`src/rtl/lease_cache_pkg.sv`:
```
// rtl/lease_cache_pkg.sv - shared loader FSM state type and lease block stride helper
package lease_cache_pkg;

  typedef enum logic [2:0] {
    IDLE,
    HDR_REQ,
    HDR_WAIT,
    REF_REQ,
    REF_WAIT,
    LSE_REQ,
    LSE_WAIT,
    DONE
  } loader_state_e;

  // Words per phase block: one header word, N ref addresses, N leases.
  function automatic logic [31:0] phase_stride(input logic [31:0] n_entries);
    return (n_entries << 1) + 32'd1;
  endfunction

endpackage

```
`src/rtl/lease_loader_addr_gen.sv`:
```
// rtl/lease_loader_addr_gen.sv - registered byte address of a phase's lease block
module lease_loader_addr_gen
  import lease_cache_pkg::*;
#(
  parameter int N_ENTRIES = 128,
  parameter int BW_PHASE  = 8
) (
  input  logic                clock_i,
  input  logic                resetn_i,
  input  logic                load_i,
  input  logic [BW_PHASE-1:0] phase_i,
  input  logic [31:0]         base_addr_i,
  output logic [31:0]         block_addr_o
);

  localparam logic [31:0] PHASE_STRIDE = phase_stride(32'(N_ENTRIES));

  logic [31:0] w_stride_bytes;
  logic [31:0] w_block_addr;
  logic [31:0] r_block_addr;

  // Wraps modulo 2^32 by construction; oversize phases are not flagged.
  assign w_stride_bytes = PHASE_STRIDE << 2;
  assign w_block_addr   = base_addr_i + w_stride_bytes * 32'(phase_i);

  always_ff @(posedge clock_i or negedge resetn_i) begin
    if (!resetn_i) begin
      r_block_addr <= '0;
    end else if (load_i) begin
      r_block_addr <= w_block_addr;
    end
  end

  assign block_addr_o = r_block_addr;

endmodule

```
`src/rtl/lease_table_loader.sv`:
```
// rtl/lease_table_loader.sv - fetches a phase's ref/lease block from memory into the LLT
// Optional LEASE_LOADER_STATS_EN adds load_cycles_o (cycles of the last load).
module lease_table_loader
  import lease_cache_pkg::*;
#(
  parameter int N_ENTRIES = 128,
  parameter int BW_PHASE  = 8
) (
  input  logic                         clock_i,
  input  logic                         resetn_i,
  input  logic                         phase_change_i,
  input  logic [BW_PHASE-1:0]          phase_i,
  input  logic [31:0]                  base_addr_i,
  output logic                         mem_req_o,
  output logic [31:0]                  mem_addr_o,
  input  logic                         mem_ack_i,
  input  logic [31:0]                  mem_data_i,
  output logic [$clog2(N_ENTRIES):0]   llt_addr_o,
  output logic                         llt_wren_o,
  output logic [31:0]                  llt_data_o,
  output logic [$clog2(N_ENTRIES)-1:0] phase_refs_o,
  output logic                         busy_o,
  output logic                         done_o,
  output logic                         overflow_o
`ifdef LEASE_LOADER_STATS_EN
  ,
  output logic [31:0]                  load_cycles_o
`endif
);

  localparam int          BW_ENTRIES = $clog2(N_ENTRIES);
  localparam logic [31:0] MAX_REFS   = 32'(N_ENTRIES - 1);

  loader_state_e         r_state;
  logic [BW_ENTRIES-1:0] r_idx;
  logic [BW_ENTRIES-1:0] r_refs;
  logic                  r_overflow;
  logic                  r_pend;
  logic [BW_PHASE-1:0]   r_pend_phase;

  logic                  w_start;
  logic [BW_PHASE-1:0]   w_start_phase;
  logic [31:0]           w_block_addr;
  logic [31:0]           w_idx32;
  logic [31:0]           w_word_off;
  logic                  w_in_read;
  logic                  w_wr;

  assign w_start       = (r_state == IDLE) && (phase_change_i || r_pend);
  assign w_start_phase = phase_change_i ? phase_i : r_pend_phase;

  lease_loader_addr_gen #(
    .N_ENTRIES (N_ENTRIES),
    .BW_PHASE  (BW_PHASE)
  ) u_addr_gen (
    .clock_i      (clock_i),
    .resetn_i     (resetn_i),
    .load_i       (w_start),
    .phase_i      (w_start_phase),
    .base_addr_i  (base_addr_i),
    .block_addr_o (w_block_addr)
  );

  assign w_idx32 = 32'(r_idx);

  always_comb begin
    w_word_off = 32'd0;
    case (r_state)
      REF_REQ, REF_WAIT: w_word_off = 32'd1 + w_idx32;
      LSE_REQ, LSE_WAIT: w_word_off = 32'(N_ENTRIES) + 32'd1 + w_idx32;
      default:           w_word_off = 32'd0;
    endcase
  end

  // Address is decoded from registered state/index, so it holds steady through each WAIT.
  assign w_in_read  = r_state inside {HDR_REQ, HDR_WAIT, REF_REQ, REF_WAIT, LSE_REQ, LSE_WAIT};
  assign mem_addr_o = w_in_read ? (w_block_addr + (w_word_off << 2)) : 32'd0;
  assign mem_req_o  = r_state inside {HDR_REQ, REF_REQ, LSE_REQ};

  assign w_wr       = mem_ack_i && ((r_state == REF_WAIT) || (r_state == LSE_WAIT));
  assign llt_wren_o = w_wr;
  assign llt_addr_o = w_wr ? {(r_state == LSE_WAIT), r_idx} : '0;
  assign llt_data_o = w_wr ? mem_data_i : 32'd0;

  assign busy_o       = (r_state != IDLE);
  assign done_o       = (r_state == DONE);
  assign phase_refs_o = r_refs;
  assign overflow_o   = r_overflow;

  always_ff @(posedge clock_i or negedge resetn_i) begin
    if (!resetn_i) begin
      r_state      <= IDLE;
      r_idx        <= '0;
      r_refs       <= '0;
      r_overflow   <= 1'b0;
      r_pend       <= 1'b0;
      r_pend_phase <= '0;
    end else begin
      // Requests arriving mid-load (including DONE) collapse into one pending slot.
      if ((r_state != IDLE) && phase_change_i) begin
        r_pend       <= 1'b1;
        r_pend_phase <= phase_i;
      end
      case (r_state)
        IDLE: begin
          if (w_start) begin
            r_state <= HDR_REQ;
            r_pend  <= 1'b0;
          end
        end
        HDR_REQ: r_state <= HDR_WAIT;
        HDR_WAIT: begin
          if (mem_ack_i) begin
            if (mem_data_i > MAX_REFS) begin
              r_refs     <= MAX_REFS[BW_ENTRIES-1:0];
              r_overflow <= 1'b1;
            end else begin
              r_refs <= mem_data_i[BW_ENTRIES-1:0];
            end
            r_idx   <= '0;
            r_state <= REF_REQ;
          end
        end
        REF_REQ: r_state <= REF_WAIT;
        REF_WAIT: begin
          if (mem_ack_i) begin
            if (w_idx32 == MAX_REFS) begin
              r_idx   <= '0;
              r_state <= (r_refs == '0) ? DONE : LSE_REQ;
            end else begin
              r_idx   <= r_idx + BW_ENTRIES'(1);
              r_state <= REF_REQ;
            end
          end
        end
        LSE_REQ: r_state <= LSE_WAIT;
        LSE_WAIT: begin
          if (mem_ack_i) begin
            if ((w_idx32 + 32'd1) >= 32'(r_refs)) begin
              r_idx   <= '0;
              r_state <= DONE;
            end else begin
              r_idx   <= r_idx + BW_ENTRIES'(1);
              r_state <= LSE_REQ;
            end
          end
        end
        DONE:    r_state <= IDLE;
        default: r_state <= IDLE;
      endcase
    end
  end

`ifdef LEASE_LOADER_STATS_EN
  logic [31:0] r_cycles;
  logic [31:0] r_load_cycles;

  always_ff @(posedge clock_i or negedge resetn_i) begin
    if (!resetn_i) begin
      r_cycles      <= '0;
      r_load_cycles <= '0;
    end else begin
      if (w_start) begin
        r_cycles <= '0;
      end else if ((r_state != IDLE) && (r_state != DONE)) begin
        r_cycles <= r_cycles + 32'd1;
      end
      if (r_state == DONE) begin
        r_load_cycles <= r_cycles;
      end
    end
  end

  assign load_cycles_o = r_load_cycles;
`endif

endmodule

```
`config.mk`:
```
export PLATFORM = sky130hd
export DESIGN_NAME = lease_table_loader
export DESIGN_NICKNAME = d
export VERILOG_FILES = /design/src/rtl/lease_cache_pkg.sv /design/src/rtl/lease_loader_addr_gen.sv /design/src/rtl/lease_table_loader.sv
export SDC_FILE = /design/constraint.sdc
export NUM_CORES = 1
export LEC_CHECK = 0
export ABC_AREA = 1
export CORE_MARGIN = 8
export CORE_UTILIZATION = 54
export CTS_CLUSTER_DIAMETER = 60
export DETAILED_ROUTE_END_ITERATION = 8
export GPL_TIMING_DRIVEN = 0
export PLACE_DENSITY_LB_ADDON = 0.2
export SLEW_MARGIN = 20
export SYNTH_ARGS = -nofsm -noshare
export SYNTH_HDL_FRONTEND = slang
export SYNTH_SLANG_ARGS = --single-unit
```
`constraint.sdc`:
```
create_clock -name clock_i -period 4.6 [get_ports clock_i]
set_input_delay 0.92 -clock clock_i [delete_from_list [all_inputs] [get_ports clock_i]]
set_output_delay 0.92 -clock clock_i [all_outputs]
set_load 0.01 [all_outputs]
```
Word level (Yosys, flattened, before mapping) --
Cells that the tools add are included.
Operators by class: order comparisons 2, muxes and demuxes 23, add/subtract/negate cells 5, reductions and logical operators 17, $mul 1, equality and inequality tests 12
Operators with widths (count):
- $add A32 B32 Y32 | 2
- $mux W32 | 2
- $mux W7 | 6
- $gt A32 B7 Y1 const B | 1
- $pmux W3 S8 | 1
- $pmux W7 S3 | 1
- $pmux W9 S2 | 1
- $mul A9 B8 Y17 const A | 1
- $mux W8 | 2
- $mux W3 | 5
- $eq A3 B3 Y1 const B | 4
- $add A8 B7 Y9 const A | 1
- $reduce_bool A3 Y1 | 3
- $add A7 B1 Y8 const B | 1
- $ge A8 B7 Y1 | 1
- $reduce_and A4 Y1 | 2
- $add A7 B1 Y7 const B | 1
- $eq A7 B7 Y1 const B | 1
- $logic_not A7 Y1 | 1
- $eq A3 B2 Y1 const B | 2
- $ne A2 B2 Y1 const B | 3
- $reduce_bool A6 Y1 | 1
- $mux W2 | 2
- $reduce_or A2 Y1 | 2
- other kinds (8) | 13
Storage, ports and cells: bits of input ports 76, logic and storage cells 67, register bits after elaboration 59, output and inout port bits 84

Logic depth before layout (Yosys ltp) --
Gate-level depths: netlist of run 1.
word-level depth 5, depth in mapped cells 20, mapped depth without buffers 20

Hierarchy --
Synthesis of run 1 repeated with hierarchy kept, for this count alone.
Unflattened totals: cell total of the unflattened synthesis 1102, area, all modules 6257.3 um^2
By module, submodules not included:
- lease_table_loader | cells an instance 655, instances 1, area each 3519.6 um^2, sequential area each 675.6 um^2
- lease_loader_addr_gen | cells an instance 447, instances 1, area each 2737.6 um^2, sequential area each 800.8 um^2

Worst setup path before layout of run 1 --
OpenSTA, ideal clock, no wires.
kind reg2out, start register r_state[0], end output mem_addr_o[26], arrival 2516 ps, path slack 1164 ps, data required time 3680 ps, cell stages (with the launch flop) 20, path buffers 1, cells stage by stage dfrtp_1 inv_1 nor2_1 nand2_1 o21ai_2 nor2_1 nor2_1 ha_1 inv_1 fa_1 inv_1 nand3_1 nand2_1 nand3_1 nand2_1 nand2_1 nand2_2 buf_6 nand4_1 a21oi_1
Between the ends: longest elaborated chain between the ends 5, elaborated cells between the ends (all ways) 12, those cells by class add/sub (1); eq/ne (6); mux (2); reduce/logical (3)
Ends and longest elaborated chain:
- start, declared | line lease_table_loader.sv:34 | loader_state_e r_state;
- start signal, assigned | line lease_table_loader.sv:129 | r_state <= (r_refs == '0) ? DONE : LSE_REQ;
- $eq A3 B3 Y1 or $eq A3 B2 Y1 (tied branches) | line lease_table_loader.sv:68, lease_table_loader.sv:76
- $reduce_or A2 Y1 | line lease_table_loader.sv:68 | case (r_state)
- $pmux W9 S2 | line lease_table_loader.sv:68
- $add A32 B32 Y32 | line lease_table_loader.sv:77 | assign mem_addr_o = w_in_read ? (w_block_addr + (w_word_off << 2)) : 32'd0;
- $mux W32 * | line lease_table_loader.sv:77
- end, declared | line lease_table_loader.sv:15 | output logic [31:0] mem_addr_o,
Mark *: on every way between the ends. The rest lies on a longest branch, timed or not.

Worst setup path after layout of run 1 --
start register r_idx[0], end output mem_addr_o[13]
Between the ends: longest elaborated chain between the ends 4, elaborated cells between the ends (all ways) 5, those cells by class add/sub (3); mux (2)
Ends and longest elaborated chain:
- start, declared | line lease_table_loader.sv:35 | logic [BW_ENTRIES-1:0] r_idx;
- start signal, assigned | line lease_table_loader.sv:131 | r_idx <= r_idx + BW_ENTRIES'(1);
- start signal, assigned | line lease_table_loader.sv:143 | r_idx <= r_idx + BW_ENTRIES'(1);
- $add A8 B7 Y9 or $add A7 B1 Y8 (tied branches) | line lease_table_loader.sv:70, lease_table_loader.sv:69
- $pmux W9 S2 * | line lease_table_loader.sv:68
- $add A32 B32 Y32 * | line lease_table_loader.sv:77
- $mux W32 * | line lease_table_loader.sv:77
Marks and branches as above.

==> results.json, run 1 <==
{
  "place_area_um2": 7840,
  "nNetsFinal": 1314,
  "ctsLongestPathBuffers": 2,
  "finalSetupViolations": 0,
  "wl_per_cell_um": 13.9,
  "hp-class": "reg -> reg",
  "grt_pass1_vias": 6266,
  "drv_cap": 0,
  "hold_start": "overflow_o$_DFFE_PN0P_",
  "wl_met1_mm": 8.55,
  "critPathTopFamily": "simple AND/OR/NAND/NOR gates",
  "hold_viol_final": 0,
  "diodes": 0,
  "final.period_utilization_pct": 96.6,
  "port_buffers": 159,
  "yosysMostFrequentCell": "nand2_1",
  "finClkSkew_ns": 0.0130,
  "gr-total-overflow": 0,
  "r2r-start": "r_pend_phase[1]$_DFFE_PN0P_",
  "fp.dieH_um": 122,
  "ys.flop_type": "dfrtp_1",
  "pwr_density_cell_nw_per_um2": 469,
  "synth.area.top_cells": "dfrtp_1 (24%), nand2_1 (20%), inv_1 (11%), nor2_1 (8.6%), ha_1 (6.8%)",
  "ys_seq_area_share_pct": 24.4,
  "antenna_found_initial": 0,
  "clockRootBuffer": "clkbuf_8",
  "initial_utilization_pct": 55.5,
  "grt_pass1_wl_mm": 30.0,
  "avgViaCountPerCell": 5.10,
  "crit_chain": "ha_1, nand2_1, nor2_2, nand2_1, nor2_2, inv_1, nand2_2, nor2_1, ha_2, buf_4, a21oi_4, o21ai_0, a21oi_1, o21ai_4, nand2_1, nand2_1, nor2_1, clkdlybuf4s50_1",
  "grt_max_degree": 60,
  "place_congestion": 0.951,
  "ys_async_sr_fraction_pct": 100,
  "first_iter_violations": 485,
  "slew_headroom_pct": 59.8,
  "cts_buffers": 9,
  "ys_types": 39,
  "crit_fanout": 7,
  "route.top_layer_used": "met4",
  "endpoint_kind": "output pin",
  "p_leak_nw": 4.39,
  "fin_area_um2": 8200,
  "syn_area_um2": 6040,
  "netlist.area_leader.share_pct": 24.4,
  "clock_latency_ns": 0.35,
  "boundaryPins": 160,
  "rows": 38,
  "synth.largest_area_cell": "dfrtp_1",
  "via_count": 6877,
  "crit_path_start_kind": "flop",
  "crit_path_max_incr_delay_ns": 0.54,
  "cpMostUsedCell": "nand2_1",
  "hold_slack_ns": 0.480,
  "dp_hpwl_mm": 15.2,
  "synth_edf_count": 0,
  "path_buf_inv": 3,
  "ys_ff_latch": 59,
  "cp_slowest_cell": "clkdlybuf4s50_1",
  "cts_tree": "done",
  "power_mw": 3.85,
  "clkSinkCount": 59,
  "drive_gt1_share_pct": 7.86,
  "worst_pin_slew_ns": 0.599,
  "dr.pass1.iters": 5,
  "die_x_um": 122,
  "max_freq_mhz": 225,
  "drc": 0,
  "synth.avg_cell_area_um2": 5.91,
  "wl_mm": 18.7,
  "status": "complete, no violations",
  "ys_top_cells_by_count": "nand2_1 (321), inv_1 (172), nor2_1 (138), nand3_1 (70), dfrtp_1 (59)",
  "wl_met3_mm": 1.38,
  "cp-startpoint": "r_idx[0]$_DFFE_PN0P_",
  "cts_max_level": 3,
  "syn_nets": 1134,
  "ant_nets": 0,
  "grt_usage_pct": 24.7,
  "area.growth.synth_to_final_pct": 35.8,
  "max-vdd-ir-drop_uv": 354,
  "critPathKind": "reg -> out",
  "ys_warn_count": 0,
  "clk_pin_slew_ns": 0.08,
  "final_util_pct": 75.4,
  "dr_wl_met2_mm": 8.58,
  "fin_crit_ns": 4.44,
  "worst-endpoint-arrival_ns": 3.52,
  "die_area_um2": 14800,
  "slew_viol_final": 0,
  "crit_required_ns": 3.68,
  "core_um2": 10900,
  "syn_inst": 1023
}
sequential cells by signal, summed over array words and instances (netlist names):
register	count
r_pend_phase	8
r_idx	7
r_pend	1
u_addr_gen.block_addr_o	32
overflow_o	1
r_state	3
phase_refs_o	7
metal layers:
metal / vias up / GRT usage [%]
li1: 3557 / -
met1: 3082 / 33.1
met2: 224 / 41.1
met3: 14 / 3.79
met4: 0 / 5.47
met5: - / 0
area by class of cell:
cell class | instances | area, um2
clock inverters | 4 | 73.8
flip-flops and latches | 59 | 1480
multi-input cells | 769 | 3830
well taps | 140 | 175
clock buffers | 12 | 145
inverters | 178 | 668
plain buffers | 17 | 119
fillers | 906 | 2680
repair buffers | 169 | 1720
cells by family after synthesis:
family,count (synthesis),share of synthesized area (%)
AOI/OAI and AO/OA,112,9.90
and+or+nand+nor,605,42.7
DFF,59,24.4
buffers and inverters,195,13.0
xor gates and xnor gates,17,2.46
adders and majority gates,35,7.49
power breakdown:
group / internal (mW) / switching (mW)
registers: 0.738 / 0.222
clock network: 0.320 / 0.219
logic: 1.00 / 1.34
total: 2.06 / 1.78
metrics by stage:
step,std cells,setup slack [ns],TNS [ns]
finish,1348,0.158,0
CTS,1340,0.0187,0
global route,1348,-0.0604,-0.0885
global placement,1322,0.378,0
floorplan,1023,1.16,0
detailed placement,1323,0.281,0
timing repair:
action | 4_1_cts | 5_1_grt
buffers inserted | 1 | 8
pin swaps | 0 | 3
resized for setup | 3 | 26
setup endpoints to repair | 11 | 20
hold buffers | 0 | 0
placed cells by master (no fill, tap or decap), drive strengths merged, types with 7 or more instances in the layout:
master	count
nand3b	7
nor3	19
dfrtp	59
xor2	7
buf	27
ha	33
xnor2	10
o21ai	68
nand2	330
a21oi	35
inv	178
clkbuf	13
dlymetal6s2s	13
nand4	10
nor2	150
nand3	72
clkdlybuf4s50	145
worst register-to-register path: stages, from the launching register on:
cell and delay, ns:
dfrtp_1 0.39, o21ai_0 0.35, inv_1 0.13, ha_1 0.36
nand2_1 0.11, inv_1 0.06, a21oi_1 0.27, nand3_1 0.26
or2_2 0.34, nand3_1 0.10, nand2_1 0.06
worst paths after layout:
check	endpoint	slack [ns]	cells past startpoint
setup reg to reg	u_addr_gen.block_addr_o[12]$_DFFE_PN0P_	2.06	10
setup / recovery	mem_addr_o[13]	0.16	18
hold / removal	overflow_o$_DFFE_PN0P_	0.48	2
hold reg to reg	overflow_o$_DFFE_PN0P_	0.48	2
min in group asynchronous	r_pend_phase[3]$_DFFE_PN0P_	0.54	2
max in group asynchronous	u_addr_gen.block_addr_o[14]$_DFFE_PN0P_	3.79	2
Note: power is estimated with default switching activity, not from simulation.
==> inputs of run 2 (changes only) <==
- CTS_BUF_LIST: not set -> sky130_fd_sc_hd__clkbuf_16
==> results.json, run 2 (synthesized netlist as in run 1, its figures left out) <==
{
  "p_sw_mw": 1.82,
  "finalSetupViolations": 0,
  "ant_nets": 0,
  "area.growth.synth_to_final_pct": 37.2,
  "finalNonFillerCells": 1348,
  "hold_buffers": 0,
  "nNetsFinal": 1314,
  "place_ws_ns": 0.281,
  "endpoint_kind": "output pin",
  "pwr-share-clk_pct": 17.5,
  "grt_usage_pct": 25.1,
  "critPathKind": "reg -> out",
  "worst-endpoint-arrival_ns": 3.52,
  "finClkSkew_ns": 0.00810,
  "pwr-share-comb_pct": 58.4,
  "wl_met1_mm": 8.48,
  "crit_path_max_incr_delay_ns": 0.54,
  "cts_max_level": 3,
  "cts_tree": "done",
  "fill_cells": 869,
  "final.period_utilization_pct": 96.5,
  "wl_met3_mm": 1.47,
  "timing.final.ws_setup_ns": 0.160,
  "largest_register_ffs": 32,
  "drv_cap": 0,
  "via_count": 6974,
  "intPower_mw": 2.21,
  "hold_viol_final": 0,
  "place_congestion": 0.951,
  "crit_path_start_kind": "flop",
  "status": "complete, no violations",
  "route.top_layer_used": "met4",
  "initial_utilization_pct": 55.5,
  "port_buffers": 159,
  "grt_pass1_vias": 6361,
  "grt_max_degree": 60,
  "boundaryPins": 160,
  "max-vdd-ir-drop_uv": 358,
  "wl_mm": 19.0,
  "clock_latency_ns": 0.33,
  "pwr-share-seq_pct": 24.1,
  "crit_chain": "ha_2, nand2_1, nor2_2, nand2_1, nor2_2, inv_1, nand2_2, nor2_1, ha_1, buf_4, nand2_1, o21ai_0, a21oi_1, o21ai_4, nand3_1, nand2_1, nor2_1, clkdlybuf4s50_1",
  "rsz0062_at_grt": "yes",
  "slew_headroom_pct": 59.7,
  "diodes": 0,
  "slew_viol_final": 0,
  "p_leak_nw": 4.42,
  "dr.pass1.iters": 6,
  "core_um2": 10900,
  "fp.dieH_um": 122,
  "drc": 0,
  "final_common_cell": "nand2_1",
  "dr_wl_met2_mm": 8.76,
  "r2r_slack_ns": 2.08,
  "max_freq_mhz": 225,
  "die_x_um": 122,
  "drive_gt1_share_pct": 7.70,
  "die_area_um2": 14800,
  "grt_pass1_wl_mm": 30.5,
  "clkSinkCount": 59,
  "ctsLongestPathBuffers": 2,
  "hp-class": "reg -> reg",
  "fin_crit_ns": 4.44,
  "first_iter_violations": 499,
  "antenna_found_initial": 0,
  "most-common-layout-cells": "nand2_1 (318), inv_1 (174), clkdlybuf4s50_1 (147)",
  "switching_share_pct": 45.2,
  "cpMostUsedCell": "nand2_1",
  "place_inst": 1323,
  "cp_slowest_cell": "clkdlybuf4s50_1",
  "pwr_density_cell_nw_per_um2": 487,
  "wl_per_cell_um": 14.1,
  "avgViaCountPerCell": 5.17,
  "gr-total-overflow": 0,
  "path_buf_inv": 3,
  "critPathTopFamily": "simple AND/OR/NAND/NOR gates",
  "crit_required_ns": 3.68,
  "clockRootBuffer": "clkbuf_16",
  "worst_pin_slew_ns": 0.601,
  "clk_pin_slew_ns": 0.05,
  "crit_fanout": 7,
  "cts_buffers": 9,
  "rows": 38,
  "dp_hpwl_mm": 15.2
}
-- run 2: worst paths after layout --
check | cells after the start | end | startpoint
max | 18 | mem_addr_o[21] | r_idx[0]$_DFFE_PN0P_
min | 2 | overflow_o$_DFFE_PN0P_ | overflow_o$_DFFE_PN0P_
max reg2reg | 10 | u_addr_gen.block_addr_o[12]$_DFFE_PN0P_ | r_pend_phase[1]$_DFFE_PN0P_
min reg2reg | 2 | overflow_o$_DFFE_PN0P_ | overflow_o$_DFFE_PN0P_
max in group asynchronous | 2 | r_idx[0]$_DFFE_PN0P_ | resetn_i
min in group asynchronous | 2 | r_pend_phase[3]$_DFFE_PN0P_ | resetn_i
-- run 2: layout make-up --
cell class	instances	area, um2	share of cell area [%]
clock inverters	7	85.1	1.03
inverters	178	668	8.06
repair buffers	169	1710	20.6
clock buffers	9	225	2.72
multi-input cells	769	3830	46.2
well taps	140	175	2.11
flip-flops and latches	59	1480	17.8
plain buffers	17	119	1.43
-- run 2: timing repair --
item,4_1_cts,5_1_grt
pin swaps,0,3
endpoints found under the setup margin,11,20
resized for setup,2,24
setup buffers,0,9
cloned,0,0
-- run 2: through the flow --
stage | hold slack, ns | power (mW) | utilization, % | setup TNS (ns) | area [um2]
after floorplan | 0.448 | 2.30 | - | 0 | 6040
after global placement | 0.449 | 3.19 | 71.7 | 0 | 7810
after detailed placement | 0.460 | 3.24 | 72.0 | 0 | 7840
after CTS | 0.475 | 3.98 | 74.8 | 0 | 8150
after global routing | 0.500 | 4.34 | 76.1 | -0.137 | 8290
final | 0.476 | 4.03 | 76.1 | 0 | 8290
-- run 2: tightest hold or removal path, delay by kind of cell, from the launching register on --
| family | cells | cell delay (ns) |
|---|---|---|
| DFF | 1 | 0.35 |
| and+or+nand+nor | 1 | 0.05 |
| buffers and inverters | 1 | 0.04 |
-- run 2: power by group through the flow --
stage	registers, mW	logic, mW	clock network [mW]
finish	0.972	2.35	0.708
global route	0.992	2.62	0.728
CTS	0.962	2.31	0.709
detailed placement	0.962	2.28	0
global placement	0.953	2.24	0
floorplan	0.901	1.40	0
-- run 2: routing by layer --
| metal | up-vias | GRT usage (%) |
|---|---|---|
| met2 | 252 | 42.0 |
| met3 | 31 | 3.89 |
| li1 | 3558 | - |
| met1 | 3133 | 33.2 |
| met5 | - | 0 |
| met4 | 0 | 6.17 |
==> inputs of run 3 (changes only) <==
- ABC_CLOCK_PERIOD_IN_PS: not set -> 4600
- CTS_CLUSTER_SIZE: not set -> 16
==> results of run 3 <==
The final DEF is identical to that of run 2; final timing and power are the same.
